**config.mk**
```make
export PLATFORM = sky130hd
export DESIGN_NAME = fwd_sched_flat
export DESIGN_NICKNAME = d
export VERILOG_FILES = /design/src/rtl/fwd_pkg.sv /design/src/rtl/fwd_sched_if.sv /design/src/rtl/fwd_sel_calc.sv /design/src/rtl/fwd_sched.sv /design/src/flat_wrapper.sv
export SDC_FILE = /design/constraint.sdc
export NUM_CORES = 1
export LEC_CHECK = 0
export CORE_UTILIZATION = 50
export DETAILED_ROUTE_END_ITERATION = 12
export DONT_BUFFER_PORTS = 1
export PLACE_DENSITY = 0.77
export SLEW_MARGIN = 25
export SYNTH_ARGS = -nofsm -noshare
export SYNTH_HDL_FRONTEND = slang
export SYNTH_SLANG_ARGS = --single-unit
```
**constraint.sdc**
```tcl
create_clock -name clk -period 2.1 [get_ports clk]
set_input_delay 0.105 -clock clk [delete_from_list [all_inputs] [get_ports clk]]
set_output_delay 0.105 -clock clk [all_outputs]
set_load 0.01 [all_outputs]
```
**src/rtl/fwd_pkg.sv**
```systemverilog
// Shared types for the forwarding/hazard scheduler: operand-mux select codes
// and the shadow-pipeline stage entry.
package fwd_pkg;

   localparam int FWD_AW = 5;

   typedef enum logic [1:0] {
      FWD_RF    = 2'b00,
      FWD_EXMEM = 2'b01,
      FWD_MEMWB = 2'b10
   } fwd_sel_e;

   typedef struct packed {
      logic [FWD_AW-1:0] rd;
      logic              wr;
      logic              ld;
   } stage_t;

   localparam stage_t BUBBLE = '0;

endpackage

```
**src/rtl/fwd_sched_if.sv**
```systemverilog
// Pipeline <-> forwarding scheduler signal bundle. The stall_cnt/fwd_cnt
// statistics outputs exist only when FWD_STATS_EN is defined.
interface fwd_sched_if #(
   parameter int REG_AW = 5
`ifdef FWD_STATS_EN
   , parameter int CNT_W = 16
`endif
);

   logic              hold;
   logic              flush;
   logic              id_valid;
   logic [REG_AW-1:0] id_rs1;
   logic [REG_AW-1:0] id_rs2;
   logic              id_use_rs1;
   logic              id_use_rs2;
   logic [REG_AW-1:0] id_rd;
   logic              id_reg_write;
   logic              id_mem_read;
   logic              stall;
   logic [1:0]        fwd_a_sel;
   logic [1:0]        fwd_b_sel;
   logic [REG_AW-1:0] ex_rd;
   logic [REG_AW-1:0] mem_rd;
   logic [REG_AW-1:0] wb_rd;
   logic              wb_reg_write;
`ifdef FWD_STATS_EN
   logic [CNT_W-1:0]  stall_cnt;
   logic [CNT_W-1:0]  fwd_cnt;
`endif

   modport master (
      output hold, flush, id_valid, id_rs1, id_rs2, id_use_rs1, id_use_rs2,
             id_rd, id_reg_write, id_mem_read,
      input  stall, fwd_a_sel, fwd_b_sel, ex_rd, mem_rd, wb_rd, wb_reg_write
`ifdef FWD_STATS_EN
      , input stall_cnt, fwd_cnt
`endif
   );

   modport slave (
      input  hold, flush, id_valid, id_rs1, id_rs2, id_use_rs1, id_use_rs2,
             id_rd, id_reg_write, id_mem_read,
      output stall, fwd_a_sel, fwd_b_sel, ex_rd, mem_rd, wb_rd, wb_reg_write
`ifdef FWD_STATS_EN
      , output stall_cnt, fwd_cnt
`endif
   );

endinterface

```
**src/rtl/fwd_sel_calc.sv**
```systemverilog
// Operand forwarding select for one source register: the youngest in-flight
// producer wins, x0 never forwards.
module fwd_sel_calc
   import fwd_pkg::*;
(
   input  logic [FWD_AW-1:0] rs,
   input  logic              use_rs,
   input  stage_t            ex,
   input  stage_t            mem,
   output fwd_sel_e          sel
);

   always_comb begin
      sel = FWD_RF;
      if (use_rs && (rs != '0)) begin
         // Whatever sits in EX now will be in MEM when the consumer reaches EX.
         if (ex.wr && (ex.rd == rs)) begin
            sel = FWD_EXMEM;
         end else if (mem.wr && (mem.rd == rs)) begin
            sel = FWD_MEMWB;
         end
      end
   end

endmodule

```
**src/rtl/fwd_sched.sv**
```systemverilog
// Forwarding/hazard scheduler: EX/MEM/WB shadow of destination registers,
// registered operand-mux selects and the load-use stall.
// Optional build macro: FWD_STATS_EN adds saturating stall/forward counters.
module fwd_sched
   import fwd_pkg::*;
#(
   parameter int REG_AW = FWD_AW
`ifdef FWD_STATS_EN
   , parameter int CNT_W = 16
`endif
) (
   input logic        clk,
   input logic        rst,
   fwd_sched_if.slave bus
);

   // Handshake: an ID instruction is accepted on an edge where id_valid=1,
   // stall=0, flush=0 and hold=0; with stall=1 the front end must keep the
   // same instruction presented in ID, and hold=1 freezes every register.
   logic [REG_AW-1:0] rs1_w;
   logic [REG_AW-1:0] rs2_w;
   logic              stall;
   logic              bubble;
   stage_t            id_entry;
   stage_t            ex_q, ex_d;
   stage_t            mem_q, mem_d;
   stage_t            wb_q, wb_d;
   fwd_sel_e          calc_a, calc_b;
   fwd_sel_e          sel_a_q, sel_a_d;
   fwd_sel_e          sel_b_q, sel_b_d;

   assign rs1_w = bus.id_rs1;
   assign rs2_w = bus.id_rs2;

   fwd_sel_calc u_sel_a (
      .rs     (rs1_w),
      .use_rs (bus.id_use_rs1),
      .ex     (ex_q),
      .mem    (mem_q),
      .sel    (calc_a)
   );

   fwd_sel_calc u_sel_b (
      .rs     (rs2_w),
      .use_rs (bus.id_use_rs2),
      .ex     (ex_q),
      .mem    (mem_q),
      .sel    (calc_b)
   );

   always_comb begin
      stall = bus.id_valid & ~bus.flush & ex_q.ld & (ex_q.rd != '0) &
              ((bus.id_use_rs1 & (rs1_w == ex_q.rd)) |
               (bus.id_use_rs2 & (rs2_w == ex_q.rd)));
      bubble   = ~bus.id_valid | stall | bus.flush;
      id_entry = BUBBLE;
      if (!bubble) begin
         id_entry = '{rd: bus.id_rd, wr: bus.id_reg_write, ld: bus.id_mem_read};
      end

      ex_d    = ex_q;
      mem_d   = mem_q;
      wb_d    = wb_q;
      sel_a_d = sel_a_q;
      sel_b_d = sel_b_q;
      if (!bus.hold) begin
         ex_d    = id_entry;
         mem_d   = ex_q;
         wb_d    = mem_q;
         sel_a_d = bubble ? FWD_RF : calc_a;
         sel_b_d = bubble ? FWD_RF : calc_b;
      end
   end

   always_ff @(posedge clk) begin
      if (rst) begin
         ex_q    <= BUBBLE;
         mem_q   <= BUBBLE;
         wb_q    <= BUBBLE;
         sel_a_q <= FWD_RF;
         sel_b_q <= FWD_RF;
      end else begin
         ex_q    <= ex_d;
         mem_q   <= mem_d;
         wb_q    <= wb_d;
         sel_a_q <= sel_a_d;
         sel_b_q <= sel_b_d;
      end
   end

   assign bus.stall        = stall;
   assign bus.fwd_a_sel    = sel_a_q;
   assign bus.fwd_b_sel    = sel_b_q;
   assign bus.ex_rd        = ex_q.rd;
   assign bus.mem_rd       = mem_q.rd;
   assign bus.wb_rd        = wb_q.rd;
   assign bus.wb_reg_write = wb_q.wr;

`ifdef FWD_STATS_EN
   logic [CNT_W-1:0] stall_cnt_q, stall_cnt_d;
   logic [CNT_W-1:0] fwd_cnt_q, fwd_cnt_d;

   always_comb begin
      stall_cnt_d = stall_cnt_q;
      fwd_cnt_d   = fwd_cnt_q;
      if (!bus.hold) begin
         if (stall && !(&stall_cnt_q)) begin
            stall_cnt_d = stall_cnt_q + CNT_W'(1);
         end
         if (!bubble && ((calc_a != FWD_RF) || (calc_b != FWD_RF)) && !(&fwd_cnt_q)) begin
            fwd_cnt_d = fwd_cnt_q + CNT_W'(1);
         end
      end
   end

   always_ff @(posedge clk) begin
      if (rst) begin
         stall_cnt_q <= '0;
         fwd_cnt_q   <= '0;
      end else begin
         stall_cnt_q <= stall_cnt_d;
         fwd_cnt_q   <= fwd_cnt_d;
      end
   end

   assign bus.stall_cnt = stall_cnt_q;
   assign bus.fwd_cnt   = fwd_cnt_q;
`endif

endmodule

```
**src/flat_wrapper.sv**
```systemverilog
// flat-port wrapper written by rule: the top's interface ports become plain ports
module fwd_sched_flat import fwd_pkg::*;
#(
   parameter int REG_AW = FWD_AW

)
  (clk, rst, bus_hold, bus_flush, bus_id_valid, bus_id_rs1, bus_id_rs2, bus_id_use_rs1, bus_id_use_rs2, bus_id_rd, bus_id_reg_write, bus_id_mem_read, bus_stall, bus_fwd_a_sel, bus_fwd_b_sel, bus_ex_rd, bus_mem_rd, bus_wb_rd, bus_wb_reg_write);
  fwd_sched_if #(.REG_AW(REG_AW)) bus_i ();
  input logic clk;
  input logic rst;
  input wire logic [$bits(bus_i.hold)-1:0] bus_hold;
  input wire logic [$bits(bus_i.flush)-1:0] bus_flush;
  input wire logic [$bits(bus_i.id_valid)-1:0] bus_id_valid;
  input wire logic [$bits(bus_i.id_rs1)-1:0] bus_id_rs1;
  input wire logic [$bits(bus_i.id_rs2)-1:0] bus_id_rs2;
  input wire logic [$bits(bus_i.id_use_rs1)-1:0] bus_id_use_rs1;
  input wire logic [$bits(bus_i.id_use_rs2)-1:0] bus_id_use_rs2;
  input wire logic [$bits(bus_i.id_rd)-1:0] bus_id_rd;
  input wire logic [$bits(bus_i.id_reg_write)-1:0] bus_id_reg_write;
  input wire logic [$bits(bus_i.id_mem_read)-1:0] bus_id_mem_read;
  output wire logic [$bits(bus_i.stall)-1:0] bus_stall;
  output wire logic [$bits(bus_i.fwd_a_sel)-1:0] bus_fwd_a_sel;
  output wire logic [$bits(bus_i.fwd_b_sel)-1:0] bus_fwd_b_sel;
  output wire logic [$bits(bus_i.ex_rd)-1:0] bus_ex_rd;
  output wire logic [$bits(bus_i.mem_rd)-1:0] bus_mem_rd;
  output wire logic [$bits(bus_i.wb_rd)-1:0] bus_wb_rd;
  output wire logic [$bits(bus_i.wb_reg_write)-1:0] bus_wb_reg_write;
  assign bus_i.hold = bus_hold;
  assign bus_i.flush = bus_flush;
  assign bus_i.id_valid = bus_id_valid;
  assign bus_i.id_rs1 = bus_id_rs1;
  assign bus_i.id_rs2 = bus_id_rs2;
  assign bus_i.id_use_rs1 = bus_id_use_rs1;
  assign bus_i.id_use_rs2 = bus_id_use_rs2;
  assign bus_i.id_rd = bus_id_rd;
  assign bus_i.id_reg_write = bus_id_reg_write;
  assign bus_i.id_mem_read = bus_id_mem_read;
  assign bus_stall = bus_i.stall;
  assign bus_fwd_a_sel = bus_i.fwd_a_sel;
  assign bus_fwd_b_sel = bus_i.fwd_b_sel;
  assign bus_ex_rd = bus_i.ex_rd;
  assign bus_mem_rd = bus_i.mem_rd;
  assign bus_wb_rd = bus_i.wb_rd;
  assign bus_wb_reg_write = bus_i.wb_reg_write;
  fwd_sched #(.REG_AW(REG_AW)) u_core (.clk(clk), .rst(rst), .bus(bus_i));
endmodule
```
==> results by group <==
Outcome
  – Run status: finished clean

Power and ir drop
  – P per Cell Area: 565 mW/mm2
  – Clock power frac: 0.275
  – Internal portion of total power: 561 uW
  – Sw frac: 0.235
  – Proportion of power drawn by combinational gates: 0.113
  – Worst IR drop on VDD: 400 uV
  – Sw Pwr: 172 uW
  – Register share of total power: 0.613
  – Reported leakage power: 0.000535 uW

Worst setup path
  – Startpoint types: flip-flop
  – Delay of the slowest critical-path stage: 0.52 ns
  – Start of the worst register-to-register path: u_core.bus.ex_rd[3]$_SDFFE_PP0N_
  – Register-to-register setup slack: 0.18 ns
  – Number of cells on the worst reg-to-reg path: 6
  – Slowest stage cell on the critical path: sky130_fd_sc_hd__or4_1
  – R2R Path End: u_core.bus.ex_rd[1]$_SDFFE_PP0N_
  – Worst path required time: 2.00 ns
  – Cell-by-cell listing of the critical path: or4_1, o2111ai_1, inv_1, a31o_2
  – Data arrival time of the critical path: 1.82 ns
  – Worst setup path class: flip-flop to primary output
  – Critical path startpoint: u_core.bus.ex_rd[3]$_SDFFE_PP0N_
  – Setup crit end: bus_stall
  – Capturing element type of the critical path: primary output
  – Biggest fanout along the worst timing path: 3

STA
  – Number of pins with negative max-slew slack in the final report: 0
  – Transition at the pin with the smallest max-transition slack: 0.787 ns
  – Final number of hold-violating endpoints: 0
  – Post-route minimum period: 1.93 ns
  – Post-route clock skew: 0.00148 ns
  – Number of endpoints failing setup at the final stage: 0
  – Worst-case hold slack: 0.139 ns
  – Setup repair after global routing missed its margin: no
  – Share of the cycle needed by the critical path after routing: 0.918
  – Top achievable clock speed: 518 MHz
  – Slew HR: 0.474
  – Accumulated negative setup slack: 0 ns

Routing
  – Count of vias placed by the detailed router: 929
  – Highest routing layer actually used: met4
  – Initial DRC Count: 21
  – Met1 layer wirelength in the final routing: 1.04 mm
  – Number of optimization iterations in the first detailed-route pass: 4
  – Residual DRC count: 0
  – Via density per instance: 5.88
  – WL met2: 1.39 mm
  – Detailed-route wire length per cell: 16.6 um
  – Routed Antenna Nets: 0
  – Drt total wl: 2.63 mm
  – Sum of met3 wire segment lengths after detailed routing: 165 um

CTS
  – Clock tree buffer depth: 2
  – Sink Count: 23
  – Clk pin slew, worst setup/hold paths: 0.12 ns
  – CTS HTree Levels: 1
  – Setup fix buffers added after clock tree synthesis: 0
  – Clock insertion delay at the later pin of the skew report: 0.31 ns
  – Clk Tree Root Cell: sky130_fd_sc_hd__clkbuf_4
  – CTS tree: built
  – CTS Buf Count: 3

Layout
  – Most common cell after layout, fill and taps aside: sky130_fd_sc_hd__dfxtp_1
  – Layout cell share with drive strength beyond 1: 0.146
  – Final net count: 155
  – Area growth from synthesis to layout: 9.50%
  – Commonest cells after routing, fill and taps aside: sky130_fd_sc_hd__dfxtp_1 (23), sky130_fd_sc_hd__nor2_1 (15), sky130_fd_sc_hd__xnor2_1 (12), sky130_fd_sc_hd__mux2i_1 (12), sky130_fd_sc_hd__dlygate4sd3_1 (10)
  – Filler cells: 202
  – Number of diodes added for antenna fixing: 0

Global routing
  – Largest net degree at the start of global routing: 13
  – Total global routing overflow: 0
  – Vias in the first global route: 922
  – First-pass GRT wire length: 4.31 mm
  – Global-route usage over all layers: 0.229
  – Antenna violations before repair: 0

Synth
  – Cells taking the most area after synthesis: sky130_fd_sc_hd__dfxtp_1 (39%), sky130_fd_sc_hd__mux2i_1 (10%), sky130_fd_sc_hd__xnor2_1 (8.9%)
  – Net count of the mapped netlist: 148
  – Portion of synthesized cell area occupied by the leading cell type: 0.389
  – Sequential share of the synthesized area: 0.389
  – Synthesis warning total: 0
  – Leading area contributor after synthesis: sky130_fd_sc_hd__dfxtp_1
  – Synthesized area per cell: 9.56 um2
  – Number of register bits inferred by synthesis: 23
  – Mapped Area: 0.00118 mm2
  – Cells after Synth: 124
  – Netlist cell types: 23

Place
  – Post-detail-place hpwl: 1.86 mm
  – Buffers added on ports: 0
  – Placer congestion estimate: 0.867

Floorplan
  – Area inside the core boundary: 0.00223 mm2
  – Area of the die: 0.00257 mm2
  – Starting utilization of the core area: 0.531
  – I/O pin count: 45
  – Horizontal die dimension: 50.7 um
  – Die boundary height: 50.7 um
  – Row count: 17

Hold path
  – Hold WC Path Type: input port to flip-flop

Flow run
  – Max-cap violations: 0
==> through the flow <==
step	power (uW)	setup slack, ns	cells	instance area (um2)	util
finish	733	0.171	158	1300	0.581
global route	761	0.0641	158	1300	0.581
detailed placement	518	0.238	144	1170	0.524
floorplan	518	0.292	124	1180	-
global placement	516	0.302	144	1170	0.524
CTS	734	0.191	158	1300	0.581
==> worst min path at each step <==
stage                        start                                    to  cells past startpoint
finish              bus_id_use_rs1  u_core.bus.fwd_a_sel[0]$_SDFFE_PP0N_                      3
global route        bus_id_use_rs2  u_core.bus.fwd_b_sel[0]$_SDFFE_PP0N_                      3
CTS                 bus_id_use_rs1  u_core.bus.fwd_a_sel[0]$_SDFFE_PP0N_                      3
detailed placement             rst  u_core.bus.wb_reg_write$_SDFFE_PP0N_                      1
global placement               rst     u_core.bus.mem_rd[1]$_SDFFE_PP0N_                      1
floorplan                      rst     u_core.bus.mem_rd[0]$_SDFFE_PP0N_                      1
==> power by group through the flow <==
| stage | combinational, uW | sequential (uW) | clock (uW) |
|---|---|---|---|
| final | 82.5 | 449 | 201 |
| after global routing | 90.8 | 450 | 220 |
| after CTS | 82.0 | 449 | 203 |
| after detailed placement | 59.1 | 459 | 0 |
| after global placement | 57.0 | 459 | 0 |
| after floorplan | 61.1 | 457 | 0 |
==> state kept, by name, indices dropped and copies added (netlist names) <==
signal                   flops
u_core.bus.fwd_a_sel         2
u_core.bus.wb_rd             5
u_core.bus.mem_rd            5
u_core.mem_q                 1
u_core.bus.ex_rd             5
u_core.bus.fwd_b_sel         2
u_core.bus.wb_reg_write      1
u_core.ex_q                  2
==> cell type report <==
type	instances	area, um2	share of cell area
multi-input cells	83	612	0.472
flip-flops and latches	23	460	0.355
repair buffers	17	153	0.118
well taps	28	35.0	0.0270
clock buffers	4	26.3	0.0203
inverters	3	11.3	0.00868
==> Yosys cell counts <==
| cell | n |
|---|---|
| sky130_fd_sc_hd__xnor2_1 | 12 |
| sky130_fd_sc_hd__a211oi_1 | 1 |
| sky130_fd_sc_hd__nor2b_1 | 1 |
| sky130_fd_sc_hd__nand2_1 | 2 |
| sky130_fd_sc_hd__a22o_1 | 4 |
| sky130_fd_sc_hd__or4_1 | 3 |
| sky130_fd_sc_hd__buf_1 | 1 |
| sky130_fd_sc_hd__nand3_1 | 7 |
| sky130_fd_sc_hd__a22o_2 | 7 |
| sky130_fd_sc_hd__o21ai_0 | 2 |
| sky130_fd_sc_hd__buf_4 | 10 |
| sky130_fd_sc_hd__a311oi_2 | 1 |
| sky130_fd_sc_hd__xor2_1 | 8 |
| sky130_fd_sc_hd__mux2i_1 | 12 |
| sky130_fd_sc_hd__nor2_1 | 15 |
| sky130_fd_sc_hd__a31o_2 | 1 |
| sky130_fd_sc_hd__buf_6 | 1 |
| sky130_fd_sc_hd__nor3_1 | 3 |
| sky130_fd_sc_hd__clkbuf_1 | 3 |
| sky130_fd_sc_hd__o2111ai_1 | 1 |
| sky130_fd_sc_hd__nor4_1 | 3 |
| sky130_fd_sc_hd__dfxtp_1 | 23 |
| sky130_fd_sc_hd__inv_1 | 3 |
==> kinds of logic (layout without fill, tap and decap cells) <==
| family | Yosys count | after routing | share of synthesized area |
|---|---|---|---|
| xor gates and xnor gates | 20 | 20 | 0.148 |
| DFF | 23 | 23 | 0.389 |
| AOI/OAI and AO/OA | 17 | 17 | 0.131 |
| buffers and inverters | 18 | 24 | 0.0950 |
| and+or+nand+nor | 34 | 34 | 0.136 |
| muxes | 12 | 12 | 0.101 |
==> metal layers <==
| metal | up-vias | GRT usage |
|---|---|---|
| li1 | 436 | - |
| met1 | 455 | 0.268 |
| met2 | 33 | 0.391 |
| met3 | 5 | 0.0576 |
| met4 | 0 | 0.102 |
| met5 | - | 0 |
==> repair_timing <==
item / CTS / global route
resized for setup: 0 / 0
hold endpoints to repair: 19 / 0
hold buffers: 10 / 0
==> worst max-delay path, delay by kind of cell (launching register included) <==
kind	cells	cell delay, ns
AO/OA/AOI/OAI	2	0.55
AND/OR/NAND/NOR	1	0.52
flip-flops	1	0.35
buffers and inverters	1	0.11
Power figures use the tool's default switching activity.
